[config.mk]
export PLATFORM = sky130hd
export DESIGN_NAME = board_write_scheduler_flat
export DESIGN_NICKNAME = d
export VERILOG_FILES = /design/src/rtl/board_write_scheduler_if.sv /design/src/rtl/board_write_scheduler.sv /design/src/flat_wrapper.sv
export SDC_FILE = /design/constraint.sdc
export NUM_CORES = 1
export LEC_CHECK = 0
export ABC_AREA = 1
export BUFFER_PORTS_ARGS = -buffer_cell sky130_fd_sc_hd__buf_2
export CORE_ASPECT_RATIO = 0.75
export CORE_MARGIN = 2
export CORE_UTILIZATION = 65
export DETAILED_ROUTE_END_ITERATION = 7
export PLACE_DENSITY = 0.78
export SETUP_SLACK_MARGIN = 0.02
export SKIP_CTS_REPAIR_TIMING = 1
export SLEW_MARGIN = 20
export SYNTH_ARGS = -nofsm -noshare
export SYNTH_HDL_FRONTEND = slang
export SYNTH_SLANG_ARGS = --single-unit
[constraint.sdc]
create_clock -name clk_vga -period 9.3 [get_ports clk_vga]
set_clock_uncertainty 0.1 [all_clocks]
set_input_delay 0 -clock clk_vga [delete_from_list [all_inputs] [get_ports clk_vga]]
set_output_delay 0 -clock clk_vga [all_outputs]
set_load 0.02 [all_outputs]
[src/rtl/board_write_scheduler_if.sv]
//------------------------------------------------------------------------------
// board_write_scheduler_if
//
// Purpose : Bundles the renderer read port, the game-logic write/clear port and
//           the scheduler status outputs of board_write_scheduler.
//
// Signals :
//   blank      - high while the VGA counters are outside the visible region
//   rd_row     - renderer cell row    (0..9 valid, >= 10 off-grid)
//   rd_col     - renderer cell column (0..9 valid, >= 10 off-grid)
//   rd_state   - registered cell state (0 EMPTY, 1 SHIP, 2 MISS, 3 HIT)
//   wr_valid   - write request
//   wr_ready   - write FIFO can accept
//   wr_row     - write payload row
//   wr_col     - write payload column
//   wr_state   - write payload cell state
//   clr_req    - single-cycle pulse requesting a full board clear
//   busy       - clear pending/in progress or FIFO non-empty
//   fifo_count - entries held in the write FIFO
//   commit     - high for the cycle a FIFO entry is written to the board
//   drop_err   - sticky flag, a committed entry had out-of-range coordinates
//
// Modports:
//   master - game FSM / VGA pixel path side (drives requests, reads status)
//   slave  - board_write_scheduler side
//------------------------------------------------------------------------------
`timescale 1ns/1ps

interface board_write_scheduler_if #(
    parameter int DEPTH = 4
);
    localparam int CNT_W = $clog2(DEPTH) + 1;

    logic             blank;
    logic [3:0]       rd_row;
    logic [3:0]       rd_col;
    logic [1:0]       rd_state;
    logic             wr_valid;
    logic             wr_ready;
    logic [3:0]       wr_row;
    logic [3:0]       wr_col;
    logic [1:0]       wr_state;
    logic             clr_req;
    logic             busy;
    logic [CNT_W-1:0] fifo_count;
    logic             commit;
    logic             drop_err;

    modport master (
        output blank, rd_row, rd_col, wr_valid, wr_row, wr_col, wr_state, clr_req,
        input  rd_state, wr_ready, busy, fifo_count, commit, drop_err
    );

    modport slave (
        input  blank, rd_row, rd_col, wr_valid, wr_row, wr_col, wr_state, clr_req,
        output rd_state, wr_ready, busy, fifo_count, commit, drop_err
    );

endinterface

[src/rtl/board_write_scheduler.sv]
//------------------------------------------------------------------------------
// board_write_scheduler
//
// Purpose : Owns the ROWSxCOLS battleship board (2 bits per cell) and makes sure
//           it only changes while the display is blanked. Game-logic writes are
//           buffered in a small FIFO and whole-board clears are held pending;
//           both are applied one cell per blank cycle. The renderer read port is
//           served every cycle with one cycle of latency.
//
// Ports   :
//   clk_vga - 25 MHz VGA clock
//   rst_n   - asynchronous active-low reset
//   bus     - board_write_scheduler_if.slave (read port, write/clear port,
//             status outputs)
//------------------------------------------------------------------------------
`timescale 1ns/1ps

module board_write_scheduler #(
    parameter int DEPTH = 4,
    parameter int ROWS  = 10,
    parameter int COLS  = 10
) (
    input  logic                          clk_vga,
    input  logic                          rst_n,
    board_write_scheduler_if.slave        bus
);

    localparam int CELLS = ROWS * COLS;
    localparam int IDX_W = $clog2(CELLS);
    localparam int PTR_W = $clog2(DEPTH);
    localparam int CNT_W = $clog2(DEPTH) + 1;

    localparam logic [IDX_W-1:0] LAST_IDX   = IDX_W'(CELLS - 1);
    localparam logic [1:0]       CELL_EMPTY = 2'd0;

    typedef enum logic [1:0] {
        S_IDLE,
        S_CLEAR,
        S_COMMIT
    } state_t;

    typedef struct packed {
        logic [3:0] row;
        logic [3:0] col;
        logic [1:0] state;
    } entry_t;

    function automatic logic [IDX_W-1:0] cell_idx(input logic [3:0] row,
                                                  input logic [3:0] col);
        return IDX_W'(row) * IDX_W'(COLS) + IDX_W'(col);
    endfunction

    // Board, FIFO and controller state
    logic [1:0]       r_board [CELLS];
    entry_t           r_fifo  [DEPTH];
    logic [PTR_W-1:0] r_wr_ptr;
    logic [PTR_W-1:0] r_rd_ptr;
    logic [CNT_W-1:0] r_count;
    state_t           r_state;
    logic [IDX_W-1:0] r_idx;
    logic             r_pending;
    logic             r_busy;
    logic             r_drop;
    logic [1:0]       r_rd_state;

    state_t           w_state_nxt;
    logic [IDX_W-1:0] w_idx_nxt;
    logic             w_pending_nxt;
    logic             w_clr_write;
    logic             w_wr_ready;
    logic             w_push;
    logic             w_pop;
    logic [CNT_W-1:0] w_count_nxt;
    entry_t           w_head;
    logic             w_head_ok;
    logic [IDX_W-1:0] w_head_idx;
    logic             w_rd_hit;
    logic [1:0]       w_rd_val;

    //--------------------------------------------------------------------------
    // FIFO handshake. wr_ready comes only from the registered count, so a full
    // FIFO refuses a push even in a cycle where it is also popping.
    //--------------------------------------------------------------------------
    assign w_wr_ready  = (r_count < CNT_W'(DEPTH));
    assign w_push      = bus.wr_valid && w_wr_ready;
    assign w_pop       = (r_state == S_COMMIT) && bus.blank && (r_count != '0);
    assign w_count_nxt = r_count + CNT_W'(w_push) - CNT_W'(w_pop);

    assign w_head      = r_fifo[r_rd_ptr];
    assign w_head_ok   = (w_head.row < 4'(ROWS)) && (w_head.col < 4'(COLS));
    assign w_head_idx  = cell_idx(w_head.row, w_head.col);

    // NOTE: the FIFO payload array has no reset; only pointers and count decide
    //       what is valid. The board itself is reset because a freshly reset
    //       screen must show an empty grid.
    always_ff @(posedge clk_vga) begin
        if (w_push) begin
            r_fifo[r_wr_ptr] <= '{row: bus.wr_row, col: bus.wr_col, state: bus.wr_state};
        end
    end

    always_ff @(posedge clk_vga or negedge rst_n) begin
        if (!rst_n) begin
            r_wr_ptr <= '0;
            r_rd_ptr <= '0;
            r_count  <= '0;
        end else begin
            // DEPTH is a power of two, so the pointers wrap on overflow.
            if (w_push) r_wr_ptr <= r_wr_ptr + 1'b1;
            if (w_pop)  r_rd_ptr <= r_rd_ptr + 1'b1;
            r_count <= w_count_nxt;
        end
    end

    //--------------------------------------------------------------------------
    // Controller: a pending clear always wins over queued writes, so writes
    // queued before or during a clear land on the freshly cleared board.
    //--------------------------------------------------------------------------
    always_ff @(posedge clk_vga or negedge rst_n) begin
        if (!rst_n) begin
            r_state   <= S_IDLE;
            r_idx     <= '0;
            r_pending <= 1'b0;
            r_busy    <= 1'b0;
        end else begin
            r_state   <= w_state_nxt;
            r_idx     <= w_idx_nxt;
            r_pending <= w_pending_nxt;
            r_busy    <= w_pending_nxt || (w_state_nxt == S_CLEAR) || (w_count_nxt != '0);
        end
    end

    // NOTE: combinational logic uses blocking assignments and gives every output
    //       a default first, so no path can leave a value held (no latches).
    always_comb begin
        w_state_nxt   = r_state;
        w_idx_nxt     = r_idx;
        w_clr_write   = 1'b0;
        w_pending_nxt = r_pending || bus.clr_req;

        unique case (r_state)
            S_IDLE: begin
                if (r_pending) begin
                    w_state_nxt = S_CLEAR;
                    w_idx_nxt   = '0;
                end else if (r_count != '0) begin
                    w_state_nxt = S_COMMIT;
                end
            end

            S_CLEAR: begin
                w_clr_write = bus.blank;
                if (bus.clr_req) begin
                    // A new request while clearing starts the sweep over.
                    w_idx_nxt = '0;
                end else if (bus.blank) begin
                    if (r_idx == LAST_IDX) begin
                        w_state_nxt   = S_IDLE;
                        w_idx_nxt     = '0;
                        w_pending_nxt = 1'b0;
                    end else begin
                        w_idx_nxt = r_idx + 1'b1;
                    end
                end
            end

            S_COMMIT: begin
                // Any pop this cycle still completes; the clear follows.
                if (r_pending) begin
                    w_state_nxt = S_CLEAR;
                    w_idx_nxt   = '0;
                end else if (w_count_nxt == '0) begin
                    w_state_nxt = S_IDLE;
                end
            end

            default: begin
                w_state_nxt = S_IDLE;
            end
        endcase
    end

    //--------------------------------------------------------------------------
    // Board storage. Clear and commit are exclusive by controller state, and
    // both are qualified by blank so the array never changes in active video.
    // Out-of-range entries are popped without touching the board.
    //--------------------------------------------------------------------------
    always_ff @(posedge clk_vga or negedge rst_n) begin
        if (!rst_n) begin
            for (int i = 0; i < CELLS; i++) begin
                r_board[i] <= CELL_EMPTY;
            end
        end else if (w_clr_write) begin
            r_board[r_idx] <= CELL_EMPTY;
        end else if (w_pop && w_head_ok) begin
            r_board[w_head_idx] <= w_head.state;
        end
    end

    always_ff @(posedge clk_vga or negedge rst_n) begin
        if (!rst_n) begin
            r_drop <= 1'b0;
        end else if (w_pop && !w_head_ok) begin
            r_drop <= 1'b1;
        end
    end

    //--------------------------------------------------------------------------
    // Renderer read port: samples the board before any same-edge update, so a
    // cell being committed reads back its old value this cycle.
    //--------------------------------------------------------------------------
    assign w_rd_hit = (bus.rd_row < 4'(ROWS)) && (bus.rd_col < 4'(COLS));
    assign w_rd_val = w_rd_hit ? r_board[cell_idx(bus.rd_row, bus.rd_col)] : CELL_EMPTY;

    always_ff @(posedge clk_vga or negedge rst_n) begin
        if (!rst_n) begin
            r_rd_state <= CELL_EMPTY;
        end else begin
            r_rd_state <= w_rd_val;
        end
    end

    assign bus.rd_state   = r_rd_state;
    assign bus.wr_ready   = w_wr_ready;
    assign bus.busy       = r_busy;
    assign bus.fifo_count = r_count;
    assign bus.commit     = w_pop;
    assign bus.drop_err   = r_drop;

endmodule
[src/flat_wrapper.sv]
// flat-port wrapper written by rule: the top's interface ports become plain ports
module board_write_scheduler_flat 
#(
    parameter int DEPTH = 4,
    parameter int ROWS  = 10,
    parameter int COLS  = 10
)
  (clk_vga, rst_n, bus_blank, bus_rd_row, bus_rd_col, bus_wr_valid, bus_wr_row, bus_wr_col, bus_wr_state, bus_clr_req, bus_rd_state, bus_wr_ready, bus_busy, bus_fifo_count, bus_commit, bus_drop_err);
  board_write_scheduler_if #(.DEPTH(DEPTH)) bus_i ();
  input  logic clk_vga;
  input  logic rst_n;
  input wire logic [$bits(bus_i.blank)-1:0] bus_blank;
  input wire logic [$bits(bus_i.rd_row)-1:0] bus_rd_row;
  input wire logic [$bits(bus_i.rd_col)-1:0] bus_rd_col;
  input wire logic [$bits(bus_i.wr_valid)-1:0] bus_wr_valid;
  input wire logic [$bits(bus_i.wr_row)-1:0] bus_wr_row;
  input wire logic [$bits(bus_i.wr_col)-1:0] bus_wr_col;
  input wire logic [$bits(bus_i.wr_state)-1:0] bus_wr_state;
  input wire logic [$bits(bus_i.clr_req)-1:0] bus_clr_req;
  output wire logic [$bits(bus_i.rd_state)-1:0] bus_rd_state;
  output wire logic [$bits(bus_i.wr_ready)-1:0] bus_wr_ready;
  output wire logic [$bits(bus_i.busy)-1:0] bus_busy;
  output wire logic [$bits(bus_i.fifo_count)-1:0] bus_fifo_count;
  output wire logic [$bits(bus_i.commit)-1:0] bus_commit;
  output wire logic [$bits(bus_i.drop_err)-1:0] bus_drop_err;
  assign bus_i.blank = bus_blank;
  assign bus_i.rd_row = bus_rd_row;
  assign bus_i.rd_col = bus_rd_col;
  assign bus_i.wr_valid = bus_wr_valid;
  assign bus_i.wr_row = bus_wr_row;
  assign bus_i.wr_col = bus_wr_col;
  assign bus_i.wr_state = bus_wr_state;
  assign bus_i.clr_req = bus_clr_req;
  assign bus_rd_state = bus_i.rd_state;
  assign bus_wr_ready = bus_i.wr_ready;
  assign bus_busy = bus_i.busy;
  assign bus_fifo_count = bus_i.fifo_count;
  assign bus_commit = bus_i.commit;
  assign bus_drop_err = bus_i.drop_err;
  board_write_scheduler #(.DEPTH(DEPTH), .ROWS(ROWS), .COLS(COLS)) u_core (.clk_vga(clk_vga), .rst_n(rst_n), .bus(bus_i));
endmodule
==> results of run 1 <==
[sequential cells by signal (all words and copies together) (netlist names)]
register and count:
u_core.r_wr_ptr 2, u_core.r_state 2, u_core.r_pending 1, u_core.bus.drop_err 1, u_core.bus.busy 1, u_core.bus.fifo_count 3
u_core.bus.rd_state 2, u_core.r_fifo 40, u_core.r_board 200, u_core.r_rd_ptr 2, u_core.r_idx 7
[through the flow]
stage / area (µm²) / hold WS (ps) / util, % / instances / worst slack (ps)
global route: 19300 / 52.11 / 70.98 / 3033 / 3675
detailed placement: 18160 / 16.03 / 66.79 / 2963 / 4322
finish: 19310 / -55.81 / 70.99 / 3034 / 4122
floorplan: 18090 / -395.6 / - / 2766 / 5849
CTS: 19120 / -577.5 / 70.30 / 3015 / 4197
global placement: 18160 / 10.79 / 66.79 / 2963 / 4589
[layout make-up]
cell class / count / area, µm²
Antenna cell: 1 / 2.502
Clock buffer: 34 / 774.5
Clock inverter: 18 / 180.2
Fill cell: 2239 / 7890
Inverter: 105 / 404.1
Multi-Input combinational cell: 2185 / 10200
Sequential cell: 261 / 6731
Tap cell: 351 / 439.2
Timing Repair Buffer: 79 / 573.1
[cells in the mapped netlist (all sizes together)]
master and instances:
a21o 1, a21oi 17, a22oi 1, a31oi 1
buf 65, clkbuf 150, clkinv 2, dfrtp 221
edfxtp 40, fa 5, ha 19, inv 103
nand2 1133, nand3 545, nand4 268, nor2 122
nor3 10, o2111a 1, o211ai 3, o21ai 46
o22ai 2, or3 1, xnor2 2, xor2 8
[kinds of logic (layout without fill, tap and decap cells)]
family          Yosys count  after routing  share of synthesized area [%]
flops                   261            261                          37.20
xor+xnor                 10             10                         0.5256
other cells               0              1                              0
fa+ha+maj                24             24                          1.867
buf+inv                 320            236                          7.081
compound gates           72             72                          2.157
simple gates           2079           2079                          51.17
[critical path, cell delays in order, from the launching register on]
cell	delay (ps)
dfrtp_1	820
inv_2	340
nand2_1	160
nand3_1	130
nand2_1	160
inv_1	80
ha_1	280
ha_1	210
fa_1	550
nand2_1	70
inv_1	70
nand3_1	70
nand2_1	80
inv_1	40
nand3_1	140
nand2_1	200
nor2_4	120
buf_4	820
nand4_1	300
nand2_1	190
nand2_1	90
nand2_1	60
[where the power goes]
group | switching (mW) | internal, mW
logic | 1.07 | 0.247
registers | 0.0524 | 1.23
clock network | 0.511 | 0.676
[worst min-delay path by stage]
stage / cells after the start / slack, ps / to / start
after floorplan: 0 / -400 / u_core.bus.busy$_DFF_PN0_ / rst_n
final: 2 / -60 / u_core.bus.busy$_DFF_PN0_ / rst_n
after global placement: 1 / 10 / u_core.bus.busy$_DFF_PN0_ / rst_n
after detailed placement: 1 / 20 / u_core.r_state[1]$_DFF_PN0_ / rst_n
after CTS: 1 / -580 / u_core.r_state[1]$_DFF_PN0_ / rst_n
after global routing: 2 / 50 / u_core.r_state[1]$_DFF_PN0_ / rst_n
[routing by layer]
metal	GRT usage, %	share of wire (%)	vias to the layer above
met3	10.57	14	189
met2	60.27	43	1266
li1	-	-	9123
met5	0	0	-
met4	15.19	3.4	0
met1	54.36	41	9017
==> out/qor.csv, run 1 <==
metric,value,unit
grt_pass1_wl,92860,µm
ios,32,
clock_latency,570,ps
coreArea,27200,µm²
dr.pass1.iters,6,
synth_warnings,0,
syn_to_final_growth,6.693,%
max_clock_freq,0.1931,GHz
arrival,5580,ps
path_clk_slew,70,ps
yosysUniqueCellTypes,37,
min_period,5178,ps
tightest_slew,1128,ps
crit_path_end,u_core.r_board[182]$_DFFE_PN0P_,
dp_hpwl,33690,µm
postRouteWirelength,58060,µm
grt_max_degree,196,
start_util,66.53,%
path_class,reg2reg,
synthesis.area,18090,µm²
antenna_found_initial,0,
violations,negative hold slack,
num_rows,52,
hp-class,in2async,
clock-sinks,261,
fp.dieW,196.7,µm
setup_violations,0,
numPortBuffers,31,
drc,0,
hold_ws,-55.81,ps
final_common_cell,nand2_1,
p_per_area,196.2,nW/µm²
ys_ff_latch,261,
fin_total_pwr,3.787,mW
nets,2707,
die_h,148.5,µm
cts-root-buf,clkbuf_16,
layout-drive-gt1-share,5.518,%
end_kind,register,
worstSetupStartpointType,register,
cp.required,9710,ps
timing.rr.start,u_core.r_rd_ptr[0]$_DFFE_PN0P_,
hold_violations,17,
critPathLaunch,u_core.r_rd_ptr[0]$_DFFE_PN0P_,
die_area,29200,µm²
numCtsBuffers,28,
num_vias,19600,
grt_pass1_vias,17920,
ir_drop,0.0002421,V
most-common-layout-cells,"nand2_1 (1132), nand3_1 (545), nand4_1 (268), dfrtp_1 (221), nor2_1 (104)",
synthDominantAreaCellType,dfrtp_1,
synth_top_area_share,30.56,%
reg2regPathDepth,21,
r2r_end,u_core.r_board[182]$_DFFE_PN0P_,
cts_tree,yes,
cp_max_fo,96,
leakage,9.895,nW
synth_seq_area_share,37.20,%
routed_via_density,6.458,
post_drt_wl_per_cell,19.14,µm
synth_area_leaders,"dfrtp_1 (31%), nand2_1 (23%), nand3_1 (15%), nand4_1 (9.3%), edfxtp_1 (6.6%)",
grt_overflow,0,
synth_cells,2766,
synth_nets,2813,
relSlewSlack,24.79,%
ant_nets,0,
clockBufferDepth,3,
rsz0062_at_grt,false,
r2r_setup_slack,4120,ps
syn_area_per_cell,6.542,µm²
report.final.slew_viol_count,0,
htree_num_levels,1,
grt.total_usage,39.59,%
status,"complete, but fails checks",
drt_iter0_drc,2504,
gp_congestion,0.9897,
drv_cap,0,
fin_tns_setup,0,ps
min_period_over_period,55.68,%
Note: power is estimated with default switching activity, not from simulation.
==> run 2, diff against run 1 <==
--- a/config.mk
+++ b/config.mk
@@ -9,9 +9,9 @@
 export BUFFER_PORTS_ARGS = -buffer_cell sky130_fd_sc_hd__buf_2
 export CORE_ASPECT_RATIO = 0.75
 export CORE_MARGIN = 2
-export CORE_UTILIZATION = 65
+export CORE_UTILIZATION = 64
 export DETAILED_ROUTE_END_ITERATION = 7
-export PLACE_DENSITY = 0.78
+export PLACE_DENSITY = 0.77
 export SETUP_SLACK_MARGIN = 0.02
 export SKIP_CTS_REPAIR_TIMING = 1
 export SLEW_MARGIN = 20
==> constraint.sdc (replaced) <==
create_clock -name clk_vga -period 5.24 [get_ports clk_vga]
set_clock_uncertainty 0.1 [all_clocks]
set_input_delay 0 -clock clk_vga [delete_from_list [all_inputs] [get_ports clk_vga]]
set_output_delay 0 -clock clk_vga [all_outputs]
set_load 0.02 [all_outputs]
==> out/qor.csv, run 2 (synthesized netlist as in run 1, its figures left out) <==
metric,value,unit,change
min_period,4507,ps,-671.0 ps
hp-class,in2reg,,
status,"complete, but fails checks",,
drt_iter0_drc,2944,,+18%
worstSetupStartpointType,register,,
start_util,64.81,%,-1.7 points
intPower,3.931,mW,+83%
p_sw,2.868,mW,+75%
seq_power_share,33.4,%,-0.4 points
dp.cells,2997,,+1.1%
die_h,149.6,µm,+0.76%
cpMostUsedCell,nand2_1,,
dr.pass1.iters,6,,unchanged
htree_num_levels,1,,unchanged
tightest_slew,1116,ps,-12.31 ps
final_common_cell,nand2_1,,
crit_buf_inv,5,,unchanged
hold_violations,1,,-16
syn_to_final_growth,8.000,%,
stdcell_count,3071,,+1.2%
switching_share,42.18,%,-1.0 points
dp_hpwl,33530,µm,-0.49%
largestRegisters,"u_core.r_board: 200 flops, u_core.r_fifo: 40 flops, u_core.r_idx: 7 flops",,
ant_nets,0,,unchanged
grt_pass1_wl,93260,µm,+0.43%
max_clock_freq,0.2219,GHz,+15%
crit_slowest_cell,fa_1,,
cp_slowest_stage_delay,550,ps,-270 ps
p_clk_share,31.4,%,about the same
die_area,29650,µm²,+1.5%
num_rows,53,,+1.9%
grt.total_usage,39.21,%,-0.38 points
nets,2711,,+0.15%
pwr-share-comb,35.2,%,+0.4 points
cp.required,5650,ps,-4060 ps
grt_pass1_vias,17890,,-0.18%
clock-sinks,261,,unchanged
cts_tree,yes,,
r2r_end,u_core.r_board[197]$_DFFE_PN0P_,,
rsz0062_at_grt,false,,
reg2regPathDepth,20,,-4.8%
routed_via_density,6.383,,-1.2%
crit_path_end,u_core.r_board[197]$_DFFE_PN0P_,,
numPortBuffers,31,,unchanged
drv_cap,0,,unchanged
timing.rr.start,u_core.r_rd_ptr[1]$_DFFE_PN0P_,,
r2r_setup_slack,730,ps,-3390 ps
top_register,u_core.r_board,,
ios,32,,unchanged
report.final.slew_viol_count,0,,unchanged
arrival,4910,ps,-670 ps
path_depth,20,,-4.8%
post-route-util,70.00,%,-0.99 points
largest_register_ffs,200,,unchanged
drc,0,,unchanged
cts-root-buf,clkbuf_16,,
num_vias,19600,,+0.036%
clock_latency,570,ps,about the same
end_kind,register,,
cp_cell_sequence,inv_1 > nand3_1 > nand2_1 > inv_1 > ha_1 > ha_1 > fa_1 > nand2_1 > inv_1 > nand3_1 > nand2_1 > inv_1 > nand3_1 > nand2_1 > nor2_4 > buf_12 > nand4_1 > nand2_1 > nand2_1 > nand2_1,,
ir_drop,0.0002983,V,+23%
critPathLaunch,u_core.r_rd_ptr[1]$_DFFE_PN0P_,,
diodes,0,,-1
min_period_over_period,86.01,%,+30 points
layout-drive-gt1-share,5.287,%,-0.23 points
clockBufferDepth,3,,unchanged
leakage,9.958,nW,+0.64%
hold_ws,-18.53,ps,+37.28 ps
post_drt_wl_per_cell,18.94,µm,-1.0%
cp_max_fo,78,,-19%
grt_overflow,0,,unchanged
violations,negative hold slack,,
antenna_found_initial,2,,+2
grt_max_degree,206,,+5.1%
relSlewSlack,25.53,%,+0.74 points
gp_congestion,0.9237,,-6.7%
path_clk_slew,60,ps,about the same
postRouteWirelength,58160,µm,+0.18%
critPathTopFamily,simple AND/OR/NAND/NOR gates,,
path_class,reg2reg,,
p_per_area,347.9,nW/µm²,+77%
most-common-layout-cells,"nand2_1 (1132), nand3_1 (545), nand4_1 (268), dfrtp_1 (221), nor2_1 (105)",,
setup_violations,0,,unchanged
fin_tns_setup,0,ps,unchanged
numCtsBuffers,30,,+7.1%
coreArea,27920,µm²,+2.7%
fp.dieW,198.2,µm,+0.76%
[run 2: cell types whose count changed in the layout (fill, tap and decap cells not counted), moves of 2 or more]
cell	before	now
buf_12	0	10
buf_4	31	21
clkbuf_1	2	7
clkbuf_16	29	31
clkinv_1	1	4
clkinv_2	9	3
clkinvlp_4	6	4
[run 2: final cells by class]
cell class,count,area [µm²]
inverters,105,404.1
multi-input cells,2185,10200
clock inverters,14,155.1
repair buffers,81,735.7
fillers,2360,8376
clock buffers,40,829.5
flip-flops and latches,261,6731
well taps,385,481.7
[run 2: power by group through the flow]
stage / clock network (mW) / registers (mW) / logic (mW)
finish: 2.14 / 2.27 / 2.39
global route: 2.23 / 2.28 / 2.55
CTS: 2.15 / 2.27 / 2.28
detailed placement: 0 / 2.30 / 2.27
global placement: 0 / 2.30 / 2.23
floorplan: 0 / 2.29 / 1.56
[run 2: through the flow]
step | worst slack (ps) | total power [mW] | hold slack (ps) | cell area, µm²
after floorplan | 1789 | 3.847 | -395.6 | 18090
after global placement | 1082 | 4.527 | 72.83 | 18340
after detailed placement | 854.5 | 4.572 | 83.55 | 18340
after CTS | 839.5 | 6.689 | -515.3 | 19320
after global routing | 430.4 | 7.058 | 15.28 | 19540
final | 733.0 | 6.799 | -18.53 | 19540
[run 2: worst min-delay path by stage]
stage / slack (ps) / end / startpoint / cells past startpoint
after floorplan: -400 / u_core.bus.busy$_DFF_PN0_ / rst_n / 0
after global placement: 70 / u_core.bus.busy$_DFF_PN0_ / rst_n / 1
after detailed placement: 80 / u_core.bus.busy$_DFF_PN0_ / rst_n / 1
after CTS: -520 / u_core.bus.busy$_DFF_PN0_ / rst_n / 1
after global routing: 20 / u_core.bus.rd_state[1]$_DFF_PN0_ / bus_rd_row[3] / 7
final: -20 / u_core.bus.rd_state[1]$_DFF_PN0_ / bus_rd_row[3] / 7
[run 2: layer usage]
metal  track usage [%]  vias to the layer above  part of all wire (%)
met4             13.72                        2                   3.5
met1             55.37                     8958                    40
met5                 0                        -                 0.022
met3             9.263                      200                    14
li1                  -                     9120                     -
met2             59.12                     1322                    43
[run 2: tightest hold or removal path: cells and delay by family]
kind / cells / cell delay (ps)
buffers and inverters: 2 / 210
XOR/XNOR: 2 / 250
AND/OR/NAND/NOR: 3 / 160
